## config.mk

```make
export PLATFORM = sky130hd
export DESIGN_NAME = automata_stream_sched_flat
export DESIGN_NICKNAME = d
export VERILOG_FILES = /design/src/rtl/automata_stream_sched_if.sv /design/src/rtl/automata_stream_sched.sv /design/src/flat_wrapper.sv
export SDC_FILE = /design/constraint.sdc
export NUM_CORES = 1
export LEC_CHECK = 0
export CAP_MARGIN = 20
export CORE_UTILIZATION = 45
export CTS_BUF_LIST = sky130_fd_sc_hd__clkbuf_8
export DETAILED_ROUTE_END_ITERATION = 12
export PLACE_DENSITY = 0.87
export SYNTH_ARGS = -nofsm -noshare
export SYNTH_HDL_FRONTEND = slang
export SYNTH_SLANG_ARGS = --single-unit
export TNS_END_PERCENT = 10
```

## constraint.sdc

```tcl
create_clock -name clk -period 2.85 [get_ports clk]
set_clock_uncertainty 0.1 [all_clocks]
set_input_delay 0.57 -clock clk [delete_from_list [all_inputs] [get_ports clk]]
set_output_delay 0.57 -clock clk [all_outputs]
set_load 0.005 [all_outputs]
```

## src/rtl/automata_stream_sched_if.sv

```systemverilog
// Bundle of trace-source, automata-engine and result-record signals around the stream scheduler.
// The master modport is the scheduler; the slave modport is the surrounding sources/engine/consumer.
interface automata_stream_sched_if #(
  parameter int N_SRC = 4,
  parameter int SYM_W = 8,
  parameter int N_RPT = 4,
  parameter int CNT_W = 16
);
  localparam int IDX_W = $clog2(N_SRC);

  logic [N_SRC-1:0]       src_valid;
  logic [N_SRC-1:0]       src_last;
  logic [N_SRC*SYM_W-1:0] src_data;
  logic [N_SRC-1:0]       src_ready;

  logic                   ae_reset;
  logic                   ae_run;
  logic [SYM_W-1:0]       ae_symbols;
  logic [N_RPT-1:0]       ae_report;

  logic                   res_valid;
  logic                   res_ready;
  logic [IDX_W-1:0]       res_src;
  logic [N_RPT-1:0]       res_report;
  logic [CNT_W-1:0]       res_len;

  modport master (
    input  src_valid, src_last, src_data, ae_report, res_ready,
    output src_ready, ae_reset, ae_run, ae_symbols, res_valid, res_src, res_report, res_len
  );

  modport slave (
    output src_valid, src_last, src_data, ae_report, res_ready,
    input  src_ready, ae_reset, ae_run, ae_symbols, res_valid, res_src, res_report, res_len
  );
endinterface

```

## src/rtl/automata_stream_sched.sv

```systemverilog
// Time-shares one automata engine between N_SRC trace sources, one whole trace at a time,
// round-robin, returning a (source, OR'd report, length) record per trace.
module automata_stream_sched #(
  parameter int N_SRC   = 4,
  parameter int SYM_W   = 8,
  parameter int N_RPT   = 4,
  parameter int RPT_LAT = 1,
  parameter int CNT_W   = 16
) (
  input logic                     clk,
  input logic                     reset,
  automata_stream_sched_if.master bus
);
  localparam int IDX_W = $clog2(N_SRC);

  typedef enum logic [2:0] {IDLE, CLR, STREAM, DRAIN, RESULT} state_t;

  state_t           state, state_nxt;
  logic [IDX_W-1:0] grant, rr_ptr, pick, rr_next;
  logic             pick_found;
  logic [N_RPT-1:0] acc;
  logic [CNT_W-1:0] len;
  logic [2:0]       drain_cnt;
  logic             started;
  logic             accept;
  logic [SYM_W-1:0] src_sym [N_SRC];

  for (genvar g = 0; g < N_SRC; g++) begin : g_sym
    assign src_sym[g] = bus.src_data[g*SYM_W +: SYM_W];
  end

  // First valid source at or after the rr pointer, wrapping around.
  always_comb begin
    logic [IDX_W:0]   sum;
    logic [IDX_W-1:0] cand;
    pick       = '0;
    pick_found = 1'b0;
    sum        = '0;
    cand       = '0;
    for (int k = 0; k < N_SRC; k++) begin
      sum = {1'b0, rr_ptr} + (IDX_W+1)'(k);
      if (sum >= (IDX_W+1)'(N_SRC)) sum = sum - (IDX_W+1)'(N_SRC);
      cand = sum[IDX_W-1:0];
      if (!pick_found && bus.src_valid[cand]) begin
        pick       = cand;
        pick_found = 1'b1;
      end
    end
  end

  assign accept  = (state == STREAM) && !reset && bus.src_valid[grant];
  assign rr_next = (grant == IDX_W'(N_SRC-1)) ? '0 : grant + 1'b1;

  assign bus.res_src    = grant;
  assign bus.res_report = acc;
  assign bus.res_len    = len;

  always_ff @(posedge clk) begin
    if (reset) state <= IDLE;
    else       state <= state_nxt;
  end

  // Outputs are forced quiet while reset is high so a half-streamed trace is not advanced.
  always_comb begin
    state_nxt      = state;
    bus.src_ready  = '0;
    bus.ae_run     = 1'b0;
    bus.ae_symbols = '0;
    bus.ae_reset   = reset;
    bus.res_valid  = 1'b0;
    if (!reset) begin
      case (state)
        IDLE:   if (pick_found) state_nxt = CLR;
        CLR: begin
          bus.ae_reset = 1'b1;
          state_nxt    = STREAM;
        end
        STREAM: begin
          bus.src_ready[grant] = 1'b1;
          bus.ae_run           = bus.src_valid[grant];
          bus.ae_symbols       = src_sym[grant];
          if (accept && bus.src_last[grant]) state_nxt = DRAIN;
        end
        DRAIN:  if (drain_cnt == 3'd0) state_nxt = RESULT;
        RESULT: begin
          bus.res_valid = 1'b1;
          if (bus.res_ready) state_nxt = IDLE;
        end
        default: state_nxt = IDLE;
      endcase
    end
  end

  // Reports lag symbols by RPT_LAT, so sampling starts the cycle after the first accept and
  // continues through DRAIN; nothing is sampled once RESULT is reached.
  always_ff @(posedge clk) begin
    if (reset) begin
      grant     <= '0;
      rr_ptr    <= '0;
      acc       <= '0;
      len       <= '0;
      drain_cnt <= '0;
      started   <= 1'b0;
    end else begin
      case (state)
        IDLE: begin
          if (pick_found) begin
            grant   <= pick;
            acc     <= '0;
            len     <= '0;
            started <= 1'b0;
          end
        end
        STREAM: begin
          if (started) acc <= acc | bus.ae_report;
          if (accept) begin
            started <= 1'b1;
            if (len != {CNT_W{1'b1}}) len <= len + 1'b1;
            if (bus.src_last[grant]) drain_cnt <= 3'(RPT_LAT-1);
          end
        end
        DRAIN: begin
          acc <= acc | bus.ae_report;
          if (drain_cnt != 3'd0) drain_cnt <= drain_cnt - 3'd1;
        end
        RESULT: begin
          if (bus.res_ready) rr_ptr <= rr_next;
        end
        default: ;
      endcase
    end
  end
endmodule
```

## src/flat_wrapper.sv

```systemverilog
// flat-port wrapper written by rule: the top's interface ports become plain ports
module automata_stream_sched_flat 
#(
  parameter int N_SRC   = 4,
  parameter int SYM_W   = 8,
  parameter int N_RPT   = 4,
  parameter int RPT_LAT = 1,
  parameter int CNT_W   = 16
)
  (clk, reset, bus_src_valid, bus_src_last, bus_src_data, bus_ae_report, bus_res_ready, bus_src_ready, bus_ae_reset, bus_ae_run, bus_ae_symbols, bus_res_valid, bus_res_src, bus_res_report, bus_res_len);
  automata_stream_sched_if #(.N_SRC(N_SRC), .SYM_W(SYM_W), .N_RPT(N_RPT), .CNT_W(CNT_W)) bus_i ();
  input logic clk;
  input logic reset;
  input wire logic [$bits(bus_i.src_valid)-1:0] bus_src_valid;
  input wire logic [$bits(bus_i.src_last)-1:0] bus_src_last;
  input wire logic [$bits(bus_i.src_data)-1:0] bus_src_data;
  input wire logic [$bits(bus_i.ae_report)-1:0] bus_ae_report;
  input wire logic [$bits(bus_i.res_ready)-1:0] bus_res_ready;
  output wire logic [$bits(bus_i.src_ready)-1:0] bus_src_ready;
  output wire logic [$bits(bus_i.ae_reset)-1:0] bus_ae_reset;
  output wire logic [$bits(bus_i.ae_run)-1:0] bus_ae_run;
  output wire logic [$bits(bus_i.ae_symbols)-1:0] bus_ae_symbols;
  output wire logic [$bits(bus_i.res_valid)-1:0] bus_res_valid;
  output wire logic [$bits(bus_i.res_src)-1:0] bus_res_src;
  output wire logic [$bits(bus_i.res_report)-1:0] bus_res_report;
  output wire logic [$bits(bus_i.res_len)-1:0] bus_res_len;
  assign bus_i.src_valid = bus_src_valid;
  assign bus_i.src_last = bus_src_last;
  assign bus_i.src_data = bus_src_data;
  assign bus_i.ae_report = bus_ae_report;
  assign bus_i.res_ready = bus_res_ready;
  assign bus_src_ready = bus_i.src_ready;
  assign bus_ae_reset = bus_i.ae_reset;
  assign bus_ae_run = bus_i.ae_run;
  assign bus_ae_symbols = bus_i.ae_symbols;
  assign bus_res_valid = bus_i.res_valid;
  assign bus_res_src = bus_i.res_src;
  assign bus_res_report = bus_i.res_report;
  assign bus_res_len = bus_i.res_len;
  automata_stream_sched #(.N_SRC(N_SRC), .SYM_W(SYM_W), .N_RPT(N_RPT), .RPT_LAT(RPT_LAT), .CNT_W(CNT_W)) u_core (.clk(clk), .reset(reset), .bus(bus_i));
endmodule
```

======== Word level (Yosys, flattened, before mapping) ========
Index checks and enable logic that the tools add are counted.
word-level totals
  register bits after elaboration ......... 31
  input port bits ......................... 47
  output and inout port bits .............. 37
cells by class
  add/subtract/negate cells ............... 10
  magnitude comparators ................... 11
  equal/unequal tests ..................... 15
  mux-type cells .......................... 59
  bitwise operators ....................... 2
  reduce and logical (&&, ||, !) cells .... 24
operators with widths
  cell                   count
  $mux 16                3
  $mux 8                 4
  $pmux 16 s2            1
  $mux 3                 7
  $mux 1                 19
  $mux 2                 9
  $add 16x1->16 const B  1
  $bmux 8 s2             1
  $mux 4                 4
  $ne 16x16->1 const B   1
  $lt 2x3->1 const B     5
  $pmux 3 s5             1
  $bmux 1 s2             6
  $ge 3x3->1 const B     4
  $pmux 4 s3             1
  $reduce_and 4->1       3
  $ne 2x1->1 const B     5
  $ne 2x2->1 const B     4
  $sub 2x1->2 const B    4
  $logic_and 1x1->1      7
  $add 2x2->3 const B    2
  $eq 3x2->1 const B     2
  $logic_not 3->1        2
  $pmux 3 s2             1
  other kinds (17)       24

======== Depth between registers and ports, before layout ========
  depth in word-level cells ............... 16
  mapped depth ............................ 8

======== Worst setup path after synthesis ========
Ideal clock, no wire load.
  path type ............................... input-to-output
  start point ............................. in reset
  end point ............................... out bus_ae_symbols[0]
  data arrival time ....................... 1.816 ns
  path slack .............................. 0.364 ns
  cell stages on the path ................. 5
  cells stage by stage .................... buf_6 > or4b_2 > clkbuf_1 > clkbuf_1 > nor2b_1
between the ends
  cells in the longest elaborated chain, start to end .. 1
ends and longest elaborated chain
  item                RTL line                     text
  start: declaration  flat_wrapper.sv:13           input logic reset;
  $mux 8              automata_stream_sched.sv:71  if (!reset) begin
  end: declaration    flat_wrapper.sv:22           output wire logic [$bits(bus_i.ae_symbols)-1:0] bus_ae_symbols;
No other way between the ends.

======== Final worst setup path ========
Same ends and word-level chain as after synthesis.

==> reports/qor.txt <==
Fmax -> 358 MHz
DRC -> 0
number of flops mapped to enable cells by yosys -> 0
most common flop cell mapped by yosys -> dfxtp_1
CTS tree -> done
CP Capture Type -> output port
Core Box Area -> 4410 um^2
num rows -> 24
Worst path max stage delay -> 600 ps
number of global-route vias before repair -> 2,138
Starting Density -> 0.477
crit share post-route -> 0.979
htree depth -> 2
Peak VDD IR -> 0.406 mV
post-synth cell types -> 53
Cells after Synth -> 241
largest net degree at the start of global routing -> 18
Clock Latency Late Sink -> 290 ps
fin. max-slew vios -> 0
Die ar. -> 4960 um^2
post-route ant nets -> 0
CP Max Fanout -> 5
met2 usage -> 0.425
final hold viol count -> 0
Worst Path Arrival -> 2120 ps
# IOs -> 84
dpl hpwl -> 4520 um
Max Root-Sink Buffers -> 2
Async S/R FF share, synth -> 0
Leakage -> 1.17 nW
met1 Usage GRT -> 0.322
Syn. warnings -> 0
DIE WIDTH -> 70.4 um
# diodes -> 0
CTS Buf Count -> 5
buffers added on ports -> 83
startpoint types -> input port
CTS Sinks -> 31
Tmin final -> 2790 ps
Setup TNS -> 0 ps
final cell count without fillers -> 388
DP Area -> 3040 um^2
WL per Instance -> 15.8 um
Reg clk slew, reported paths -> 70 ps
Slowest cell on crit path -> or4b_4
pre-CTS WS -> -288 ps
Placed Cells -> 376
final instance area -> 3160 um^2
Vias/cell -> 5.98
nets -> 389
ranking of synthesized cells by area -> dfxtp_1, mux4_2, ha_1, o311ai_0, nand2_1
global-route wire length before repair -> 10,000 um
RD Place Congestion -> 0.887
Slew @ Worst Pin -> 575 ps
status -> completed
layout cells sized above 1 -> 0.167
CP cell instances -> dlygate4sd2_1 -> or4b_4 -> nor2b_1 -> clkdlybuf4s50_1
GRT met3 Usage -> 0.0418
most used routing layer -> met2
# fillers -> 338
Die H -> 70.4 um
critical path class -> in -> out
Routed Wire Length -> 6130 um
final worst slack -> 60.0 ps
initial drt markers -> 191
Post-Syn Area -> 2110 um^2
P per Cell Area -> 389 nW/um^2
DRT Pass-1 Iters -> 5
HP Class -> reg -> reg
clock root buffer -> clkbuf_8
Pwr Total -> 1.23 mW
max_cap viols -> 0
synthesized area per cell -> 8.74 um^2
Yosys top cell by area -> dfxtp_1
endpoints failing setup -> 0
vias -> 2,322
#FFs+latches synth -> 31
Layout area overhead -> 50.1%
total gr overflow -> 0
antenna violations before repair -> 0
post-synthesis sequential area ratio -> 0.295
Yosys top cell area share -> 0.295
overall routing resource usage -> 0.250
relative slew slack -> 0.613
Commonest cells post-synth -> dfxtp_1, nand2_1, nor2_1
Synth Net Count -> 295
Critical Path RT -> 2180 ps
count leader, synth -> dfxtp_1
[where the power goes]
| group | internal (mW) | switching (mW) |
|---|---|---|
| combinational | 0.228 | 0.190 |
| sequential | 0.454 | 0.0161 |
| clock | 0.167 | 0.175 |
| total | 0.849 | 0.382 |
[worst paths after layout]
path                                            start  slack (ps)               endpoint  cells past startpoint
worst max-delay path                            reset          60      bus_ae_symbols[0]                      4
worst min-delay path                   u_core.started         360         u_core.started                      1
worst max register to register  u_core.bus.res_len[0]         440  u_core.bus.res_len[2]                      7
worst min register to register         u_core.started         360         u_core.started                      1
[cell usage in the layout (no fill, tap or decap), types with 2 or more instances in the layout]
| cell type | synthesis | layout |
|---|---|---|
| nor2_1 | 20 | 20 |
| o21ai_0 | 7 | 7 |
| dlygate4sd2_1 | 0 | 2 |
| a31oi_1 | 3 | 3 |
| nor4_1 | 2 | 2 |
| clkbuf_8 | 0 | 5 |
| nor3_1 | 3 | 3 |
| o31ai_1 | 7 | 7 |
| nand2_1 | 20 | 20 |
| mux2_2 | 2 | 2 |
| a211o_1 | 2 | 2 |
| a21oi_1 | 14 | 14 |
| nand4_1 | 3 | 3 |
| clkinv_2 | 0 | 3 |
| o22ai_1 | 4 | 4 |
| buf_4 | 0 | 18 |
| or4_1 | 2 | 2 |
| o311ai_0 | 9 | 9 |
| mux2i_1 | 2 | 2 |
| mux4_2 | 10 | 10 |
| or4b_4 | 0 | 2 |
| inv_1 | 12 | 12 |
| and3_1 | 2 | 2 |
| and4_1 | 6 | 6 |
| nor2b_1 | 11 | 11 |
| ha_1 | 7 | 7 |
| nand3_1 | 9 | 9 |
| and2_1 | 5 | 5 |
| o2bb2ai_1 | 2 | 2 |
| a31o_2 | 2 | 2 |
| a21o_1 | 3 | 3 |
| dfxtp_1 | 31 | 30 |
| clkdlybuf4s50_1 | 0 | 81 |
| and2_2 | 4 | 4 |
[cells by family after synthesis]
family,count (synthesis),synth area share
adder cells (fa/ha/maj),7,0.0416
AND/OR/NAND/NOR,96,0.260
flip-flops,31,0.295
buffers and inverters,28,0.0588
multiplexers,14,0.127
AO/OA/AOI/OAI,65,0.218
[registers in the layout (all words and copies together) (netlist names)]
register,cells
u_core.bus.res_report,4
u_core.bus.res_src,2
u_core.bus.res_len,16
u_core.drain_cnt,3
u_core.state,3
u_core.started,1
u_core.rr_ptr,2
[worst max-delay path: cells and delay by family]
kind                   cells  cell delay [ps]
AND/OR/NAND/NOR            2              750
buffers and inverters      2              800
[layer usage]
| layer | up-vias | wire [um] |
|---|---|---|
| li1 | 1102 | - |
| met1 | 1103 | 2540 |
| met2 | 105 | 3000 |
| met3 | 12 | 486 |
| met4 | 0 | 104 |
| met5 | - | 0 |
[layout make-up]
cell class / instances / area (um^2) / area share
Clock buffer: 5 / 68.8 / 0.0218
Timing Repair Buffer: 101 / 963 / 0.305
Tap cell: 52 / 65.1 / 0.0206
Sequential cell: 31 / 622 / 0.197
Clock inverter: 3 / 15.0 / 0.00475
Multi-Input combinational cell: 183 / 1380 / 0.436
Inverter: 13 / 48.8 / 0.0154
[metrics by stage]
step	util	hold WS, ps
detailed placement	0.689	339
global placement	0.689	335
CTS	0.711	356
finish	0.717	356
floorplan	-	320
global route	0.717	382
[timing repair]
| item | CTS | global route |
|---|---|---|
| endpoints found under the setup margin | 9 | 5 |
| cloned | 1 | 0 |
| hold buffers | 0 | 0 |
| setup buffers | 0 | 3 |
| pin swaps | 1 | 2 |
| gates resized for setup | 4 | 1 |
No activity file was read; power rests on OpenSTA's default activity.
